[config.mk]
export PLATFORM = sky130hd
export DESIGN_NAME = ntt_out_fifo
export DESIGN_NICKNAME = d
export VERILOG_FILES = /design/src/rtl/ntt_pkg.sv /design/src/rtl/ntt_out_fifo_wrap_ptr.sv /design/src/rtl/ntt_out_fifo.sv
export SDC_FILE = /design/constraint.sdc
export NUM_CORES = 1
export LEC_CHECK = 0
export CAP_MARGIN = 25
export CORE_UTILIZATION = 25
export CTS_CLUSTER_SIZE = 12
export DETAILED_ROUTE_END_ITERATION = 12
export GPL_ROUTABILITY_DRIVEN = 0
export PLACE_DENSITY = 0.4
export SYNTH_ARGS = -nofsm -noshare
export SYNTH_HDL_FRONTEND = slang
export SYNTH_SLANG_ARGS = --single-unit
[constraint.sdc]
create_clock -name clk -period 6.37 [get_ports clk]
set_clock_uncertainty 0.05 [all_clocks]
set_input_delay 1.274 -clock clk [delete_from_list [all_inputs] [get_ports clk]]
set_output_delay 1.274 -clock clk [all_outputs]
set_load 0.01 [all_outputs]
[src/rtl/ntt_pkg.sv]
// rtl/ntt_pkg.sv - shared NTT/INTT sizing constants
package ntt_pkg;

  localparam int COEF_WIDTH     = 12;
  localparam int PAIR_WIDTH     = 2 * COEF_WIDTH;
  localparam int OUT_FIFO_DEPTH = 16;

endpackage

[src/rtl/ntt_out_fifo_wrap_ptr.sv]
// rtl/ntt_out_fifo_wrap_ptr.sv - wrapping pointer counter for the output FIFO
module wrap_ptr #(
  parameter int DEPTH = 16
) (
  input  logic                     clk,
  input  logic                     rst,
  input  logic                     inc,
  output logic [$clog2(DEPTH)-1:0] ptr
);

  // DEPTH is a power of two, so the binary rollover is the wrap
  always_ff @(posedge clk or posedge rst) begin
    if (rst)
      ptr <= '0;
    else if (inc)
      ptr <= ptr + 1'b1;
  end

endmodule

[src/rtl/ntt_out_fifo.sv]
// rtl/ntt_out_fifo.sv - FWFT elastic buffer after the NTT pipeline; NTT_OUT_FIFO_HWM_EN adds max_level
module ntt_out_fifo
  import ntt_pkg::*;
#(
  parameter int WIDTH    = PAIR_WIDTH,
  parameter int DEPTH    = OUT_FIFO_DEPTH,
  parameter int AFULL_TH = DEPTH - 4
) (
  input  logic                     clk,
  input  logic                     rst,
  input  logic                     in_valid,
  input  logic [WIDTH-1:0]         in_data,
  output logic                     afull,
  output logic                     out_valid,
  input  logic                     out_ready,
  output logic [WIDTH-1:0]         out_data,
  output logic [$clog2(DEPTH):0]   count,
  output logic                     overflow
`ifdef NTT_OUT_FIFO_HWM_EN
  ,
  output logic [$clog2(DEPTH):0]   max_level
`endif
);

  localparam int AW = $clog2(DEPTH);
  localparam int CW = AW + 1;

  logic [WIDTH-1:0] mem [DEPTH];
  logic [AW-1:0]    wr_ptr;
  logic [AW-1:0]    rd_ptr;
  logic [CW-1:0]    next_count;
  logic             push;
  logic             pop;

  assign out_valid = (count != '0);
  assign pop       = out_valid && out_ready;
  assign push      = in_valid && ((count < CW'(DEPTH)) || pop);
  assign out_data  = mem[rd_ptr];

  always_comb begin
    next_count = count;
    case ({push, pop})
      2'b10:   next_count = count + CW'(1);
      2'b01:   next_count = count - CW'(1);
      default: next_count = count;
    endcase
  end

  wrap_ptr #(.DEPTH(DEPTH)) u_wr_ptr (
    .clk (clk),
    .rst (rst),
    .inc (push),
    .ptr (wr_ptr)
  );

  wrap_ptr #(.DEPTH(DEPTH)) u_rd_ptr (
    .clk (clk),
    .rst (rst),
    .inc (pop),
    .ptr (rd_ptr)
  );

  // Payload storage is not reset; out_valid alone qualifies it
  always_ff @(posedge clk) begin
    if (push)
      mem[wr_ptr] <= in_data;
  end

  always_ff @(posedge clk or posedge rst) begin
    if (rst) begin
      count    <= '0;
      afull    <= 1'b0;
      overflow <= 1'b0;
    end else begin
      count <= next_count;
      afull <= (next_count >= CW'(AFULL_TH));
      if (in_valid && !push)
        overflow <= 1'b1;
    end
  end

`ifdef NTT_OUT_FIFO_HWM_EN
  always_ff @(posedge clk or posedge rst) begin
    if (rst)
      max_level <= '0;
    else if (next_count > max_level)
      max_level <= next_count;
  end
`endif

endmodule

Word level (Yosys, flattened, before mapping)
Memories as Yosys holds them, arrays and structs flattened.
Cells that the tools add are included.
{"block": "totals", "reg_bits": 15, "mem_bits_rw": 384, "inputBits": 28, "output_inout_bits": 32, "word_cells": 23, "memories": 1}
{"name": "mem", "words": 16, "word_bits": 24, "rd": 1, "rd_clocked_by_memory_dff": 0, "write_ports": 1, "line": "ntt_out_fifo.sv:28", "rtl": "logic [WIDTH-1:0] mem [DEPTH];"}
{"block": "classes", "add_sub_neg": 4, "order_cmp": 2, "n_eq_ne": 2, "n_mux": 3, "n_reduce_logical": 6}
{"operator": "case mux 5 bit (2 select lines)", "n": 1}
{"operator": "adder 4 x 1 -> 4 bit (second input constant)", "n": 2}
{"operator": "adder 5 x 1 -> 5 bit (second input constant)", "n": 1}
{"operator": "greater-or-equal comparator 5 x 4 -> 1 bit (second input constant)", "n": 1}
{"operator": "< comparator 5 bit (second input constant)", "n": 1}
{"operator": "nonzero test 5 bit", "n": 1}
{"operator": "subtractor 5 x 1 -> 5 bit (second input constant)", "n": 1}
{"operator": "logical AND 1 bit", "n": 3}
{"operator": "equality test 2 x 1 -> 1 bit (second input constant)", "n": 1}
{"operator": "equality test 2 bit (second input constant)", "n": 1}
{"operator": "2-to-1 mux 1 bit", "n": 2}
{"operator": "zero test 1 bit", "n": 1}
{"operator": "logical OR 1 bit", "n": 1}

Longest topological paths before layout
Gate-level depths: netlist of run 1.
{"block": "logic_depth", "depth_word": 7, "ltp_mapped": 11, "mapped_depth_nobuf": 10}

By module
Synthesis of run 1 repeated with hierarchy kept, for this count alone.
{"block": "unflattened", "cells_unflattened": 688, "hier_area_um2": 15255.9}
{"mod": "ntt_out_fifo", "n_inst": 1, "cells_each": 664, "area_per_inst_um2": 14928.1, "seq_area_each_um2": 11706.2}
{"mod": "wrap_ptr", "n_inst": 2, "cells_each": 12, "area_per_inst_um2": 163.9, "seq_area_each_um2": 100.1}

Worst setup path after synthesis of run 1
No wires, ideal clock.
{"block": "synth_timing", "path_kind": "input port to flip-flop", "start": "input port out_ready", "end": "memory mem[3][0] (netlist name), enable pin", "setup_ns": 0.435, "arrival_time_ns": 3.596, "t_required_ns": 5.885, "slack_ns": 2.288, "path_stages": 5, "path_buffers": 1, "path_cell_list": "nand2b_1 -> and2_1 -> clkbuf_1 -> nand2_1 -> nor3_1"}
{"block": "synth_between", "elab_chain_len": 5}
{"item": "start, declared", "line": "ntt_out_fifo.sv:15", "rtl": "input logic out_ready,"}
{"item": "logical AND 1 bit", "line": "ntt_out_fifo.sv:36", "rtl": "assign pop = out_valid && out_ready;"}
{"item": "logical OR 1 bit", "line": "ntt_out_fifo.sv:37", "rtl": "assign push = in_valid && ((count < CW'(DEPTH)) || pop);"}
{"item": "logical AND 1 bit", "line": "ntt_out_fifo.sv:37"}
{"item": "2-to-1 mux 1 bit", "line": "ntt_out_fifo.sv:65", "rtl": "if (push)"}
{"item": "2-to-1 mux 1 bit (not written as such)", "line": "ntt_out_fifo.sv:66", "rtl": "mem[wr_ptr] <= in_data;"}
{"item": "end, declared", "line": "ntt_out_fifo.sv:28"}
Every way passes these cells.

Worst setup path in the final report of run 1
{"block": "layout_timing", "start": "register u_rd_ptr.ptr[0]", "end": "output port out_data[22]"}
{"block": "layout_between", "elab_chain_len": 1}
{"item": "start, declared", "line": "ntt_out_fifo_wrap_ptr.sv:8", "rtl": "output logic [$clog2(DEPTH)-1:0] ptr"}
{"item": "start signal, assigned", "line": "ntt_out_fifo_wrap_ptr.sv:16", "rtl": "ptr <= ptr + 1'b1;"}
{"item": "memory (16 x 24 bit)"}
{"item": "end, declared", "line": "ntt_out_fifo.sv:16", "rtl": "output logic [WIDTH-1:0] out_data,"}
Every way passes these cells.

==> flow_summary_export.csv, run 1 <==
group,metric,value,unit
outcome,status,"finished clean",
floorplan,coreArea,60600,um^2
pwr,power.ir.vdd_worst,0.227,mV
worst_hold_path,worstHoldPathType,"reg -> reg",
pwr,power.share.switching,30.2,%
worst_setup_path,worst_setup_path_endpoint,"out_data[22]",
place,detailed_place_hpwl,20400,um
sta,setup_ws,1.75,ns
worst_setup_path,crit_path_max_fanout,33,
place,place_ws,2.21,ns
grt,largest_net_degree_at_the_start_of_global_routing,52,
logic_synthesis,post_synth_main_area_contributors,"sky130_fd_sc_hd__edfxtp_1 75%, sky130_fd_sc_hd__mux4_2 14%, sky130_fd_sc_hd__dfrtp_1 2.4%, sky130_fd_sc_hd__a22oi_1 1.5%, sky130_fd_sc_hd__a22oi_2 1.5%",
detailed_routing,antenna_violating_nets_remaining,0,
clock_network,cts.hold.buffers_added,0,
logic_synthesis,mappedNetlistArea,15400,um^2
cells_and_area,fillerInstances,5858,
place,placement.io_buffers,59,
cells_and_area,insertedDiodeCount,0,
floorplan,vertical_die_dimension,250,um
place,numPlacedInstances,1521,
logic_synthesis,synthesis.nets,733,
logic_synthesis,synth_common_cells,"384 x sky130_fd_sc_hd__edfxtp_1, 96 x sky130_fd_sc_hd__mux4_2, 36 x sky130_fd_sc_hd__nand2_1",
sta,minimum_clock_period_after_layout,4.62,ns
clock_network,postCtsSetupRepairBufs,0,
cells_and_area,finish.cell_count_without_fillers,1597,
logic_synthesis,synth_seq_cells,399,
detailed_routing,dr.pass1.iters,4,
pwr,design_internal_power,5720,uW
clock_network,tritoncts.num_buffers,45,
pwr,total_leakage_power,0.00575,uW
worst_setup_path,critical_r2r_capture,"afull",
grt,grt_first_pass_wirelength,53700,um
pwr,switching_power,2480,uW
floorplan,design.die.area,62600,um^2
sta,worst_slew_pin_slew,1.06,ns
worst_setup_path,setup.worst_path.start_class,"register",
logic_synthesis,postSynthAreaPerCell,22.1,um^2
logic_synthesis,synth_top_area_share,74.9,%
grt,grt-ovfl-total,0,
sta,final_cycle_share,72.6,%
grt,grt_pass1_vias,7790,
cells_and_area,finish.net_count,825,
clock_network,ctsRootBufferMaster,"sky130_fd_sc_hd__clkbuf_16",
clock_network,number_of_cells_upsized_or_downsized_after_cts,0,
logic_synthesis,yosysSeqAreaShare,77.3,%
logic_synthesis,ys.flop_type,"sky130_fd_sc_hd__edfxtp_1",
grt,initial_antenna_violation_count,0,
pwr,comb_power_share,29.9,%
pwr,clkPwrFrac,28.6,%
worst_setup_path,critical_path_class,"reg -> out",
sta,timing.max_slew.rel_slack,29.5,%
floorplan,initial_utilization,25.4,%
clock_network,insertion_delay,0.55,ns
logic_synthesis,yosys.cell_types.count,39,
sta,setup_repair_after_global_routing_missed_its_margin,"no",
sta,setup_viol_count_final,0,
detailed_routing,drt_wl_total,36300,um
floorplan,num_io_pins,60,
clock_network,max-clock-path-buffers,3,
worst_setup_path,crit_arrival,3.30,ns
logic_synthesis,yosysWarnings,0,
detailed_routing,vias_per_cell,4.41,
grt,grt_usage,11.9,%
pwr,p_per_area,444,nW/um^2
logic_synthesis,postSynthCellCount,695,
logic_synthesis,yosysMostFrequentCell,"sky130_fd_sc_hd__edfxtp_1",
worst_setup_path,critPathRequiredTime,5.05,ns
clock_network,htreeDepth,2,
cells_and_area,layout-drive-gt1-share,26.3,%
sta,max_freq,216,MHz
logic_synthesis,synth-edff-count,384,
worst_setup_path,timing.reg2reg.setup_slack,3.48,ns
floorplan,row_count,90,
flow_run,cap_viol_max_count,0,
clock_network,clk_transition_reported_paths,0.06,ns
sta,fin_worst_hold_slack,0.431,ns
worst_setup_path,ff2ff_path_depth,9,
logic_synthesis,synthDominantAreaCellType,"sky130_fd_sc_hd__edfxtp_1",
worst_setup_path,regToRegStartpoint,"count[4]",
cells_and_area,synthToLayoutAreaGrowth,20.0,%
detailed_routing,detail_route.drc_violations,0,
worst_setup_path,crit_path_end_kind,"output port",
clock_network,cts.sinks,399,
detailed_routing,vias,7035,
clock_network,clock_tree_from_tritoncts,"built",
sta,finalHoldViolations,0,
sta,final-max-slew-violation-count,0,
detailed_routing,drt_first_iter_violations,603,
cells_and_area,multi_input_area,3390,um^2
worst_setup_path,launching_instance_or_port_of_the_critical_path,"u_rd_ptr.ptr[0]",
sta,fin_tns_setup,0,ns
logic_synthesis,synth_async_sr_flop_share,3.76,%
detailed_routing,post_drt_wl_per_cell,22.7,um
pwr,p_seq_share,41.5,%
floorplan,floorplan_die_width,250,um
cells_and_area,sequential_cell_area,11900,um^2
[how the worst min path moves through the flow]
stage / from / end / slack, ns / cells past startpoint
finish: overflow / overflow / 0.43 / 1
detailed placement: overflow / overflow / 0.42 / 1
floorplan: u_rd_ptr.ptr[3] / u_rd_ptr.ptr[3] / 0.44 / 1
global route: overflow / overflow / 0.49 / 1
CTS: overflow / overflow / 0.44 / 1
global placement: overflow / overflow / 0.41 / 1
[metal layers]
layer  global-route usage (%)  share of wire (%)  wire length [um]
met2                     19.0                 47             17000
met3                     2.44                4.7              1710
met5                        0                  0                 0
met1                     16.3                 46             16900
met4                     3.24                1.9               701
[per-stage QoR]
stage / total power (uW) / instance area, um^2 / utilization (%)
final: 8210 / 18500 / 30.5
after detailed placement: 6010 / 17100 / 28.3
after global placement: 6000 / 17100 / 28.2
after CTS: 8390 / 18400 / 30.4
after floorplan: 4920 / 15400 / -
after global routing: 8640 / 18500 / 30.5
[cells in the final DEF (no fill, tap or decap), types with 3 or more instances in the layout]
cell type                           n
sky130_fd_sc_hd__buf_12             6
sky130_fd_sc_hd__inv_1              8
sky130_fd_sc_hd__edfxtp_1         384
sky130_fd_sc_hd__nand2b_1           4
sky130_fd_sc_hd__ha_1               9
sky130_fd_sc_hd__clkbuf_1          14
sky130_fd_sc_hd__clkinv_1           8
sky130_fd_sc_hd__a22oi_1           30
sky130_fd_sc_hd__nor3_1             3
sky130_fd_sc_hd__a22oi_2           18
sky130_fd_sc_hd__clkbuf_8           3
sky130_fd_sc_hd__clkdlybuf4s50_1   59
sky130_fd_sc_hd__o21ai_0            3
sky130_fd_sc_hd__dfrtp_1           13
sky130_fd_sc_hd__nor2_4            13
sky130_fd_sc_hd__nor3_2             4
sky130_fd_sc_hd__nand2_1           36
sky130_fd_sc_hd__buf_4             16
sky130_fd_sc_hd__xnor2_1            6
sky130_fd_sc_hd__clkinv_2           4
sky130_fd_sc_hd__clkbuf_16         45
sky130_fd_sc_hd__mux4_2            96
[flip-flops by register name, indices dropped and copies added (netlist names)]
name and count:
mem 384, count 5, u_rd_ptr.ptr 4, u_wr_ptr.ptr 4, afull 1, overflow 1
[power groups by stage]
| stage | Sequential [uW] | Clock [uW] | Combinational [uW] |
|---|---|---|---|
| 6_report | 3400 | 2350 | 2460 |
| 5_1_grt | 3450 | 2510 | 2680 |
| 4_1_cts | 3420 | 2430 | 2540 |
| 3_5_place_dp | 3470 | 0 | 2530 |
| 3_3_place_gp | 3470 | 0 | 2530 |
| 2_1_floorplan | 3280 | 0 | 1650 |
[layout make-up]
cell class / instances / share of cell area, %
Timing Repair Buffer: 82 / 4.65
Sequential cell: 399 / 64.5
Inverter: 8 / 0.163
Multi-Input combinational cell: 251 / 18.4
Tap cell: 782 / 5.30
Clock buffer: 62 / 6.60
Clock inverter: 13 / 0.434
[worst max-delay path, stage by stage (launching register included)]
cell	delay, ns
sky130_fd_sc_hd__dfrtp_4	0.93
sky130_fd_sc_hd__buf_12	0.35
sky130_fd_sc_hd__mux4_2	0.55
sky130_fd_sc_hd__a22oi_1	0.23
sky130_fd_sc_hd__nand2_1	0.16
sky130_fd_sc_hd__clkdlybuf4s50_1	0.51
[logic make-up (layout without fill, tap and decap cells)]
| logic type | Yosys count | after routing | share of synthesized area (%) |
|---|---|---|---|
| XOR/XNOR | 8 | 8 | 0.455 |
| adder cells (fa/ha/maj) | 10 | 10 | 0.862 |
| AND/OR/NAND/NOR | 76 | 76 | 2.24 |
| AO/OA/AOI/OAI | 58 | 58 | 3.37 |
| buffers and inverters | 45 | 165 | 1.49 |
| flip-flops | 399 | 399 | 77.3 |
| multiplexers | 99 | 99 | 14.2 |
Note: power is estimated with default switching activity, not from simulation.
==> inputs of run 2 (changes only) <==
--- a/config.mk
+++ b/config.mk
@@ -10,7 +10,7 @@
 export CTS_CLUSTER_SIZE = 12
 export DETAILED_ROUTE_END_ITERATION = 12
 export GPL_ROUTABILITY_DRIVEN = 0
-export PLACE_DENSITY = 0.4
+export PLACE_DENSITY = 0.41
 export SYNTH_ARGS = -nofsm -noshare
 export SYNTH_HDL_FRONTEND = slang
 export SYNTH_SLANG_ARGS = --single-unit
==> constraint.sdc (replaced) <==
create_clock -name clk -period 4.18 [get_ports clk]
set_clock_uncertainty 0.05 [all_clocks]
set_input_delay 0.836 -clock clk [delete_from_list [all_inputs] [get_ports clk]]
set_output_delay 0.836 -clock clk [all_outputs]
set_load 0.01 [all_outputs]
==> run 2 against run 1 <==
  * Combinational power rose by 61%
  * Setup slack got worse by 1.6 ns
  * Cell area grew 1.2%
  * Total power grew 57%
  * Clock power up 64%
  * Flip-flop and latch count did not move
  * Critical path depth did not move
  * Register-to-register slack got worse by 2.1 ns
  * Sequential share of layout area fell by 0.79 points
  * Critical endpoint is now out_data[4]
==> flow_summary_export.csv, run 2 (same netlist as run 1, synthesis figures left out) <==
group,metric,value,unit
grt,grt_first_pass_wirelength,53500,um
clock_network,tritoncts.num_buffers,45,
sta,setup_ws,0.153,ns
cells_and_area,synthToLayoutAreaGrowth,21.5,%
cells_and_area,largest_register,"mem",
sta,fin_worst_hold_slack,0.448,ns
detailed_routing,detail_route.drc_violations,0,
flow_run,cap_viol_max_count,0,
grt,grt_pass1_vias,7729,
floorplan,row_count,90,
pwr,report.power.total,12900,uW
cells_and_area,largest_reg_flops,384,
sta,setup_repair_after_global_routing_missed_its_margin,"no",
cells_and_area,layout-drive-gt1-share,27.6,%
detailed_routing,drt_wl_total,36500,um
clock_network,htreeDepth,2,
sta,finalHoldViolations,0,
floorplan,initial_utilization,25.4,%
floorplan,vertical_die_dimension,250,um
clock_network,clk_transition_reported_paths,0.06,ns
place,placement.io_buffers,59,
sta,setup_viol_count_final,0,
worst_setup_path,peak_per_stage_delay_on_the_critical_path,0.74,ns
cells_and_area,layout_common_cells,"384 x sky130_fd_sc_hd__edfxtp_1, 96 x sky130_fd_sc_hd__mux4_2, 59 x sky130_fd_sc_hd__clkdlybuf4s50_1, 47 x sky130_fd_sc_hd__clkbuf_16, 36 x sky130_fd_sc_hd__nand2_1",
sta,final_cycle_share,96.3,%
clock_network,max-clock-path-buffers,3,
pwr,power.ir.vdd_worst,0.278,mV
sta,worst_slew_pin_slew,0.695,ns
floorplan,coreArea,60600,um^2
grt,grt-ovfl-total,0,
floorplan,num_io_pins,60,
sta,fin_tns_setup,0,ns
place,place_ws,0.600,ns
floorplan,floorplan_die_width,250,um
cells_and_area,insertedDiodeCount,0,
worst_setup_path,critical_path_class,"reg -> out",
sta,max_freq,248,MHz
grt,grt_usage,11.9,%
detailed_routing,vias,7077,
detailed_routing,vias_per_cell,4.39,
cells_and_area,final_common_cell,"sky130_fd_sc_hd__edfxtp_1",
detailed_routing,drt_first_iter_violations,527,
outcome,status,"finished clean",
detailed_routing,dr.pass1.iters,6,
pwr,p_per_area,689,nW/um^2
detailed_routing,post_drt_wl_per_cell,22.6,um
worst_setup_path,crit_chain,"buf_4 -> mux4_2 -> a22oi_1 -> nand2_1 -> clkdlybuf4s50_1",
cells_and_area,largestRegisters,"mem (384), count (5)",
worst_setup_path,crit_path_max_fanout,23,
clock_network,postCtsSetupRepairBufs,0,
grt,grt_busiest_layer,"met2",
pwr,total_leakage_power,0.00587,uW
clock_network,cts.sinks,399,
sta,minimum_clock_period_after_layout,4.03,ns
detailed_routing,antenna_violating_nets_remaining,0,
worst_setup_path,crit_path_end_kind,"output port",
clock_network,cts.hold.buffers_added,0,
worst_setup_path,critical_path.slowest_cell,"sky130_fd_sc_hd__dfrtp_4",
clock_network,ctsRootBufferMaster,"sky130_fd_sc_hd__clkbuf_16",
place,detailed_place_hpwl,19600,um
worst_setup_path,setup.worst_path.start_class,"register",
floorplan,design.die.area,62600,um^2
clock_network,number_of_cells_upsized_or_downsized_after_cts,0,
cells_and_area,finish.net_count,835,
worst_setup_path,crit_arrival,3.14,ns
grt,global_route.usage.met1,15.6,%
grt,grt_util_met3,2.69,%
clock_network,clock_tree_from_tritoncts,"built",
sta,timing.max_slew.rel_slack,53.7,%
worst_hold_path,worstHoldPathType,"reg -> reg",
grt,largest_net_degree_at_the_start_of_global_routing,35,
worst_setup_path,critPathRequiredTime,3.29,ns
grt,initial_antenna_violation_count,2,
clock_network,insertion_delay,0.56,ns
sta,final-max-slew-violation-count,0,
grt,use_met2,19.8,%
run 2: final cells by class:
cell class / count / area, um^2
fillers: 5860 / 41900
flip-flops and latches: 399 / 11900
multi-input cells: 251 / 3390
clock buffers: 59 / 1220
well taps: 782 / 978
repair buffers: 92 / 963
clock inverters: 22 / 204
inverters: 8 / 30.0
run 2: metal layers:
layer	part of all wire [%]	vias to the layer above	wire length (um)
met3	4.8	56	1740
li1	-	3123	-
met4	1.7	4	627
met2	49	127	18000
met1	44	3767	16100
met5	0.063	-	23
run 2: report_power, final:
| group | leakage [uW] | internal (uW) | total (uW) | switching [uW] |
|---|---|---|---|---|
| logic | 0.00153 | 1930 | 3950 | 2010 |
| registers | 0.00364 | 4800 | 5080 | 282 |
| clock network | 0.000695 | 2290 | 3850 | 1550 |
run 2: final timing paths:
kind	from	endpoint	slack (ns)	cells past startpoint
worst max-delay path	u_rd_ptr.ptr[0]	out_data[4]	0.15	5
worst min-delay path	overflow	overflow	0.45	1
worst max register to register	count[4]	afull	1.40	9
worst min register to register	overflow	overflow	0.45	1
max in group asynchronous	rst	u_rd_ptr.ptr[0]	3.01	2
min in group asynchronous	rst	count[0]	0.60	2
run 2: worst max-delay path: cells and delay by family, from the launching register on:
| kind | cells | cell delay [ns] |
|---|---|---|
| AO/OA/AOI/OAI | 1 | 0.30 |
| buffers and inverters | 2 | 0.87 |
| flip-flops | 1 | 0.74 |
| multiplexers | 1 | 0.54 |
| AND/OR/NAND/NOR | 1 | 0.10 |
run 2: stage by stage:
| stage | utilization, % | instance area [um^2] | std cells |
|---|---|---|---|
| floorplan | - | 15400 | 695 |
| global route | 30.9 | 18700 | 1613 |
| global placement | 28.5 | 17300 | 1532 |
| CTS | 30.9 | 18700 | 1613 |
| detailed placement | 28.5 | 17300 | 1532 |
| finish | 30.9 | 18700 | 1613 |
